**src/rtl/switch_debouncer.sv**
```systemverilog
// switch_debouncer: 16 slide switches, two-flop synchronized, sampled on a
// shared prescaler tick, each bit accepted after STABLE_COUNT matching samples.
module switch_debouncer #(
   parameter int SAMPLE_DIV   = 100000,
   parameter int STABLE_COUNT = 4
) (
   input  logic        SYSCLK,
   input  logic        RST,
   input  logic [15:0] Switches,
   output logic [15:0] DebouncedSwitches,
   output logic [15:0] SwitchEdge,
   output logic        SampleTick
);
   localparam int PW = $clog2(SAMPLE_DIV);
   localparam int CW = $clog2(STABLE_COUNT);
   localparam logic [PW-1:0] DivMax = PW'(SAMPLE_DIV - 1);
   localparam logic [CW-1:0] CntMax = CW'(STABLE_COUNT - 1);

   logic [PW-1:0] prescaler;
   logic [15:0]   sync1;
   logic [15:0]   sync2;
   logic [CW-1:0] stableCnt [16];

   assign SampleTick = (prescaler == DivMax);

   always_ff @(posedge SYSCLK or negedge RST) begin
      if (!RST) begin
         prescaler <= '0;
         sync1     <= '0;
         sync2     <= '0;
      end else begin
         sync1     <= Switches;
         sync2     <= sync1;
         prescaler <= SampleTick ? '0 : prescaler + PW'(1);
      end
   end

   // A nonzero counter means the bit is pending; a matching sample drops it.
   always_ff @(posedge SYSCLK or negedge RST) begin
      if (!RST) begin
         DebouncedSwitches <= '0;
         SwitchEdge        <= '0;
         for (int i = 0; i < 16; i++) begin
            stableCnt[i] <= '0;
         end
      end else begin
         SwitchEdge <= '0;
         if (SampleTick) begin
            for (int i = 0; i < 16; i++) begin
               if (sync2[i] == DebouncedSwitches[i]) begin
                  stableCnt[i] <= '0;
               end else if (stableCnt[i] == CntMax) begin
                  DebouncedSwitches[i] <= sync2[i];
                  SwitchEdge[i]        <= 1'b1;
                  stableCnt[i]         <= '0;
               end else begin
                  stableCnt[i] <= stableCnt[i] + CW'(1);
               end
            end
         end
      end
   end

endmodule

```
**config.mk**
```make
export PLATFORM = sky130hd
export DESIGN_NAME = switch_debouncer
export DESIGN_NICKNAME = d
export VERILOG_FILES = /design/src/rtl/switch_debouncer.sv
export SDC_FILE = /design/constraint.sdc
export NUM_CORES = 1
export LEC_CHECK = 0
export ABC_AREA = 1
export BUFFER_PORTS_ARGS = -buffer_cell sky130_fd_sc_hd__clkbuf_2
export CORE_ASPECT_RATIO = 1.25
export CORE_MARGIN = 2
export CORE_UTILIZATION = 30
export DETAILED_ROUTE_END_ITERATION = 7
export SYNTH_ARGS = -nofsm -noshare
export SYNTH_HDL_FRONTEND = slang
export SYNTH_SLANG_ARGS = --single-unit
```
**constraint.sdc**
```tcl
create_clock -name SYSCLK -period 2 [get_ports SYSCLK]
set_input_delay 0.1 -clock SYSCLK [delete_from_list [all_inputs] [get_ports SYSCLK]]
set_output_delay 0.1 -clock SYSCLK [all_outputs]
set_load 0.01 [all_outputs]
```
==> Word level (Yosys, flattened, before mapping) <==
Cells that the tools add are included.
{ "op_classes": {"addsub": 17, "mux": 66, "bitwise": 16, "n_eq_ne": 33, "reduce_logical": 16} }
{ "ops": {"columns": ["cell", "n"], "rows": [
  ["two-way mux 2 bit", 32],
  ["AND reduction 3 bit", 16],
  ["adder 2 x 1 -> 2 bit, second input constant", 16],
  ["equality test 2 bit, second input constant", 16],
  ["two-way mux 1 bit", 32],
  ["adder 17 x 1 -> 17 bit, second input constant", 1],
  ["equality test 17 bit, second input constant", 1],
  ["two-way mux 17 bit", 1],
  ["equality test 1 bit", 16],
  ["two-way mux 16 bit", 1],
  ["NOT 1 bit", 16]
]} }
{ "word_totals": {"output_inout_bits": 33, "in_bits": 18, "ff_bits": 113, "wordCells": 184} }

==> Logic depth before layout (Yosys ltp) <==
Gate-level depths: netlist of the first run.
{ "depth": {"ltp_word": 4, "ltp_mapped": 9, "depth_no_buf": 8} }

==> Worst setup path after synthesis of the first run <==
No wires, ideal clock.
{ "synth_timing": {"path_kind": "flip-flop to flip-flop", "start": "reg prescaler[0]", "end": "reg stableCnt[0] (netlist bit)", "arrival_ps": 1403, "period_less_slack_ps": 1520, "setup_time_ps": 117, "slack_ps": 480, "stages_incl_launch_ff": 10, "path_buffers": 1, "required_time_ps": 1883, "cell_sequence": "dfrtp_1 -> ha_1 -> nand2_2 -> nor2_4 -> inv_2 -> nor2_1 -> nand3_4 -> buf_6 -> nand2_2 -> o21ai_2"} }
{ "synth_via": {"elab_chain_len": 1} }
{ "synth_lines": {"columns": ["element", "line", "rtl"], "rows": [
  ["from (decl)", "19", "logic [PW-1:0] prescaler;"],
  ["from (signal assigned)", "34", "prescaler <= SampleTick ? '0 : prescaler + PW'(1);"],
  ["equality test 17 bit", "24", "assign SampleTick = (prescaler == DivMax);"],
  ["to (signal, indexed assignment)", "57", "stableCnt[i] <= stableCnt[i] + CW'(1);"],
  ["to (decl)", "22", "logic [CW-1:0] stableCnt [16];"]
]} }
Every way passes these cells.
A chain may end at the register's enable or synchronous reset.

==> Worst setup path after layout of the first run <==
{ "layout_timing": {"start": "reg prescaler[12]", "end": "out SampleTick"} }
{ "layout_via": {"elab_chain_len": 1} }
{ "layout_lines": {"columns": ["element", "line", "rtl"], "rows": [
  ["equality test 17 bit", "24", null],
  ["to (decl)", "12", "output logic SampleTick"]
]} }
Every way passes these cells.

==> results of run 1 <==
## worst register-to-register path, stage by stage (launching register included)
cell       delay [ns]
dfrtp_1          0.45
inv_2            0.11
nand2_1          0.06
nor2_1           0.18
nand3_2          0.17
nor2_8           0.16
buf_4            0.17
bufbuf_16        0.32
nand4_1          0.09
nand2_1          0.08
## sequential cells by signal (all words and copies together), names as in the netlist
| register | count |
|---|---|
| SwitchEdge | 16 |
| sync2 | 16 |
| sync1 | 16 |
| DebouncedSwitches | 16 |
| prescaler | 17 |
| stableCnt | 32 |
## layout by cell type (no fill, tap or decap), types with 2 or more instances in the layout
| cell | instances |
|---|---|
| bufinv_16 | 4 |
| bufbuf_16 | 2 |
| nor2_1 | 29 |
| nand2_2 | 13 |
| inv_2 | 6 |
| nand3_1 | 25 |
| clkbuf_1 | 2 |
| nand3_2 | 3 |
| buf_12 | 3 |
| clkbuf_16 | 17 |
| xor2_1 | 21 |
| dfrtp_1 | 113 |
| nor2_2 | 3 |
| clkbuf_8 | 2 |
| xnor2_1 | 3 |
| clkinv_2 | 3 |
| dlygate4sd3_1 | 17 |
| buf_4 | 9 |
| clkinvlp_4 | 2 |
| or2_2 | 16 |
| o21ai_0 | 3 |
| clkbuf_2 | 49 |
| nor3_1 | 7 |
| nand2_1 | 107 |
| nand4_1 | 37 |
| ha_1 | 16 |
| o21ai_1 | 6 |
| o21ai_2 | 10 |
| inv_1 | 36 |
## power by group through the flow
stage / Clock, mW / Sequential, mW / Combinational, mW
after floorplan: 0 / 2.37 / 0.0206
after global placement: 0 / 2.38 / 0.0943
after detailed placement: 0 / 2.38 / 0.0977
after CTS: 3.22 / 2.34 / 0.124
after global routing: 3.33 / 2.34 / 0.138
final: 3.14 / 2.34 / 0.118
## per-layer routing
layer  up-vias  GRT usage [%]  share of wire (%)
met5         -              0                  0
met1      1717           14.4                 43
met2        58           23.2                 53
li1       1713              -                  -
met3        12           3.24                2.8
met4         0           5.66                1.6
## kinds of logic (layout without fill, tap and decap cells)
kind of cell	count (synthesis)	count (layout)	synth area share [%]
AOI/OAI and AO/OA	19	19	2.74
buffers and inverters	52	153	5.27
and+or+nand+nor	245	245	24.9
DFF	113	113	58.4
xor gates and xnor gates	24	24	4.34
adders and majority gates	17	17	4.39
## per-stage QoR
stage,area (um2),hold WS [ns],instances,power [mW],worst slack (ns)
after floorplan,4840,-0.196,470,2.39,0.480
after global placement,5360,0.0730,730,2.47,0.336
after detailed placement,5360,0.0817,730,2.48,0.270
after CTS,6230,0.184,782,5.68,0.0399
after global routing,6240,0.211,783,5.81,0.00801
final,6240,0.182,783,5.60,0.0818
## worst paths after layout
kind / to / cells after the start / slack, ns / from
min: sync1[0]$_DFF_PN0_ / 2 / 0.18 / RST
max in group asynchronous: prescaler[7]$_DFF_PN0_ / 3 / 1.24 / RST
min in group SYSCLK: sync1[1]$_DFF_PN0_ / 2 / 0.34 / Switches[1]
max: SampleTick / 7 / 0.08 / prescaler[12]$_DFF_PN0_
min reg2reg: sync2[13]$_DFF_PN0_ / 0 / 0.34 / sync1[13]$_DFF_PN0_
max reg2reg: DebouncedSwitches[13]$_DFFE_PN0P_ / 9 / 0.15 / prescaler[12]$_DFF_PN0_
## what timing repair did
| action | CTS | global route |
|---|---|---|
| resized for setup | 0 | 2 |
| gates cloned | 2 | 0 |
| hold buffers | 17 | 0 |
| pin swaps | 1 | 1 |
| endpoints found under the hold margin | 47 | 0 |
| endpoints found under the setup margin | 1 | 1 |
| buffers inserted | 2 | 1 |
## cell type report
cell class	instances	area (um2)
inverters	42	158
fillers	1581	9450
clock inverters	10	159
flip-flops and latches	113	2830
repair buffers	80	608
clock buffers	21	460
well taps	212	265
multi-input cells	305	1770
==> impl_metrics.env, run 1 <==
export IMPL_synth_top_cell_by_area="dfrtp_1"
export IMPL_critPathLaunchType="flop"
export IMPL_path_cells="inv_2 > nand2_1 > nor2_1 > nand3_2 > nor2_8 > buf_12 > clkbuf_2"
export IMPL_crit_buf_inv=3
export IMPL_ios=51
export IMPL_avgSynthCellArea_um2=10.3
export IMPL_path_clk_slew_ns=0.05
export IMPL_numPortBuffers=50
export IMPL_synth_most_common_cell="dfrtp_1"
export IMPL_netlist_instances=470
export IMPL_route_vias_total=3500
export IMPL_cp_max_fo=11
export IMPL_yosys_area_top_type_share_pct=58.4
export IMPL_wire_per_inst_um=12.9
export IMPL_finClkSkew_ns=0.00895
export IMPL_clock_latency_ns=0.41
export IMPL_p_comb_share_pct=2.1
export IMPL_rsz0062_at_grt="no"
export IMPL_hold_viol_final=0
export IMPL_switching_power_mw=1.09
export IMPL_synth_nets=505
export IMPL_remaining_drc_errors=0
export IMPL_worstSetupPathType="flop to output pin"
export IMPL_grt_max_degree=44
export IMPL_max_freq_ghz=0.521
export IMPL_maxSlewViolCount=0
export IMPL_numCtsBuffers=17
export IMPL_p_leak_nw=3.35
export IMPL_dieArea_um2=17200
export IMPL_tns_ns=0
export IMPL_syn2layout_area_growth_pct=28.9
export IMPL_irDropWorstVdd_uv=506
export IMPL_slew_headroom_pct=68.4
export IMPL_netlist_cell_type_count=25
export IMPL_firstDrtPassIters=4
export IMPL_initial_core_util_pct=30.9
export IMPL_ys_seq_area_share_pct=58.4
export IMPL_grt_first_pass_wirelength_um=17700
export IMPL_root_buffer="clkbuf_16"
export IMPL_post_synth_instance_area_um2=4840
export IMPL_slowest_delay_ns=0.45
export IMPL_cp_top_family="simple AND/OR/NAND/NOR gates"
export IMPL_drv_cap=0
export IMPL_min_path_type="input port to asynchronous set/reset pin"
export IMPL_p_clk_share_pct=56.1
export IMPL_synth_flop_cell="dfrtp_1"
export IMPL_required_ns=1.90
export IMPL_fin_crit_sh_pct=95.9
export IMPL_clockBufferDepth=2
export IMPL_die_h_um=146
export IMPL_switching_share_pct=19.5
export IMPL_antenna_found_initial=0
export IMPL_synth_area_leaders="dfrtp_1 58%, nand2_1 8.3%, nand4_1 4.8%"
export IMPL_ys_seq_elements=113
export IMPL_intPower_mw=4.51
export IMPL_synth_edf_count=0
export IMPL_grt_pass1_vias=3822
export IMPL_cts_sinks=113
export IMPL_core_area_um2=15700
export IMPL_utilization_pct=39.8
export IMPL_gp_congestion=0.873
export IMPL_worstPathArrival_ns=1.82
export IMPL_setup_violations=0
export IMPL_cts_htree_levels=4
export IMPL_cts_tree="done"
export IMPL_tightest_slew_ns=0.472
export IMPL_synth_common_cells="113 x dfrtp_1, 107 x nand2_1, 37 x nand4_1"
export IMPL_drive_gt1_share_pct=26.1
export IMPL_fp_row_count=51
export IMPL_n_antenna_cell=0
export IMPL_yosys_warnings=0
export IMPL_period_minus_slack_ns=1.92
export IMPL_end_kind="output pin"
export IMPL_synthArstFlopShare_pct=100
export IMPL_gr_total_overflow=0
export IMPL_die_width_um=118
export IMPL_dp_hpwl_um=6740
export IMPL_power_frac_seq_pct=41.8
export IMPL_wl_um=10100
export IMPL_avgViaCountPerCell=4.47
export IMPL_outcome="completed"
export IMPL_slowest_stage="dfrtp_1"
export IMPL_p_per_area_nw_per_um2=897
export IMPL_layout_nets=594
export IMPL_ant_nets=0
export IMPL_grt_usage_pct=12.9
export IMPL_drt_iter0_drc=161
(Power assumes the default switching activity.)
==> run 2: changes to the inputs <==
--- a/config.mk
+++ b/config.mk
@@ -11,6 +11,7 @@
 export CORE_MARGIN = 2
 export CORE_UTILIZATION = 30
 export DETAILED_ROUTE_END_ITERATION = 7
+export MAX_ROUTING_LAYER = met4
 export SYNTH_ARGS = -nofsm -noshare
 export SYNTH_HDL_FRONTEND = slang
 export SYNTH_SLANG_ARGS = --single-unit
==> impl_metrics.env, run 2 (synthesized netlist as in run 1, its figures left out) <==
export IMPL_setup_violations=0
export IMPL_ios=51
export IMPL_wl_um=10400
export IMPL_grt_max_degree=44
export IMPL_gp_congestion=0.836
export IMPL_layout_nets=594
export IMPL_fin_area_um2=6280
export IMPL_n_fill_cell=1545
export IMPL_r2r_slack_ns=0.15
export IMPL_largest_register="stableCnt"
export IMPL_wire_per_inst_um=13.2
export IMPL_tightest_slew_ns=0.461
export IMPL_r2r_start="prescaler[0]$_DFF_PN0_"
export IMPL_critPathCapture="SampleTick"
export IMPL_firstDrtPassIters=5
export IMPL_cts_sinks=113
export IMPL_initial_core_util_pct=30.9
export IMPL_maxSlewViolCount=0
export IMPL_clockBufferDepth=2
export IMPL_multiInputGateArea_um2=1760
export IMPL_end_kind="output pin"
export IMPL_slew_headroom_pct=69.0
export IMPL_required_ns=1.90
export IMPL_route_vias_total=3493
export IMPL_root_buffer="clkbuf_16"
export IMPL_fin_hold_ws_ns=0.181
export IMPL_seq_area_um2=2830
export IMPL_reg_largest_list="stableCnt: 32 flops, prescaler: 17 flops"
export IMPL_largest_reg_flops=32
export IMPL_outcome="completed"
export IMPL_r2r_end="DebouncedSwitches[4]$_DFFE_PN0P_"
export IMPL_grt_pass1_vias=3679
export IMPL_drive_gt1_share_pct=26.0
export IMPL_drt_iter0_drc=199
export IMPL_cp_max_fo=11
export IMPL_numPortBuffers=50
export IMPL_finClkSkew_ns=0.00873
export IMPL_worstSetupPathType="flop to output pin"
export IMPL_cts_htree_levels=4
export IMPL_core_area_um2=15700
export IMPL_numCtsBuffers=17
export IMPL_final_cell_mix="113 x dfrtp_1, 107 x nand2_1, 49 x clkbuf_2, 37 x nand4_1, 36 x inv_1"
export IMPL_dp_hpwl_um=6580
export IMPL_p_leak_nw=3.37
export IMPL_antenna_found_initial=0
export IMPL_die_width_um=118
export IMPL_r2r_cells=9
export IMPL_die_h_um=146
export IMPL_irDropWorstVdd_uv=450
export IMPL_crit_start="prescaler[0]$_DFF_PN0_"
export IMPL_fp_row_count=51
export IMPL_ant_nets=0
export IMPL_avgViaCountPerCell=4.46
export IMPL_max_freq_ghz=0.524
export IMPL_remaining_drc_errors=0
export IMPL_p_per_area_nw_per_um2=927
export IMPL_critPathLaunchType="flop"
export IMPL_min_path_type="input port to asynchronous set/reset pin"
export IMPL_syn2layout_area_growth_pct=29.6
export IMPL_n_antenna_cell=0
export IMPL_hold_viol_final=0
export IMPL_clock_latency_ns=0.41
export IMPL_path_clk_slew_ns=0.05
export IMPL_fin_crit_sh_pct=95.5
export IMPL_gr_total_overflow=0
export IMPL_dieArea_um2=17200
export IMPL_cts_tree="done"
export IMPL_grt_first_pass_wirelength_um=17500
export IMPL_worstPathArrival_ns=1.81
export IMPL_period_minus_slack_ns=1.91
export IMPL_mostFrequentLayoutCell="dfrtp_1"
export IMPL_grt_usage_pct=13.1
export IMPL_place_area_um2=5350
export IMPL_drv_cap=0
## run 2: worst min path at each step
| stage | to | cells past startpoint |
|---|---|---|
| after floorplan | DebouncedSwitches[0]$_DFFE_PN0P_ | 0 |
| after global placement | sync1[10]$_DFF_PN0_ | 1 |
| after detailed placement | sync1[10]$_DFF_PN0_ | 1 |
| after CTS | sync1[10]$_DFF_PN0_ | 2 |
| after global routing | sync2[10]$_DFF_PN0_ | 2 |
| final | sync2[10]$_DFF_PN0_ | 2 |
## run 2: layout make-up
cell class                      count  area share, %
Tap cell                          212           4.22
Clock inverter                      9           2.81
Inverter                           42           2.51
Multi-Input combinational cell    305           28.1
Clock buffer                       23           7.77
Sequential cell                   113           45.0
Timing Repair Buffer               80           9.57
## run 2: per-stage QoR
step	total power [mW]	util (%)	setup slack (ns)	TNS, ns	std cells
finish	5.82	40.0	0.0907	0	784
global route	6.01	40.0	-0.00371	-0.00371	784
CTS	5.89	39.7	0.00874	0	780
detailed placement	2.48	34.1	0.253	0	729
global placement	2.47	34.1	0.353	0	729
floorplan	2.39	-	0.480	0	470
## run 2: critical path: stages, from the launching register on
cell and delay [ns]:
dfrtp_1 0.37, ha_2 0.21, nand2_2 0.08, nor2_4 0.17, nand3_2 0.15, nor2_8 0.13
buf_12 0.16, clkbuf_2 0.14
## run 2: timing repair
item / CTS / global route
endpoints found under the hold margin: 47 / 0
gates cloned: 1 / 1
gates resized for setup: 0 / 1
pin swaps: 1 / 2
setup buffers: 1 / 3
hold buffers: 17 / 0
endpoints found under the setup margin: 1 / 1
## run 2: per-layer routing
layer,wire (um),track usage [%]
met4,293,6.45
met2,5290,21.9
met5,0,-
met1,4380,14.7
met3,397,3.20
## run 2: report_power, final
| part | switching, mW | total [mW] | internal (mW) |
|---|---|---|---|
| clock | 1.02 | 3.36 | 2.34 |
| sequential | 0.0160 | 2.34 | 2.32 |
| combinational | 0.0701 | 0.119 | 0.0489 |
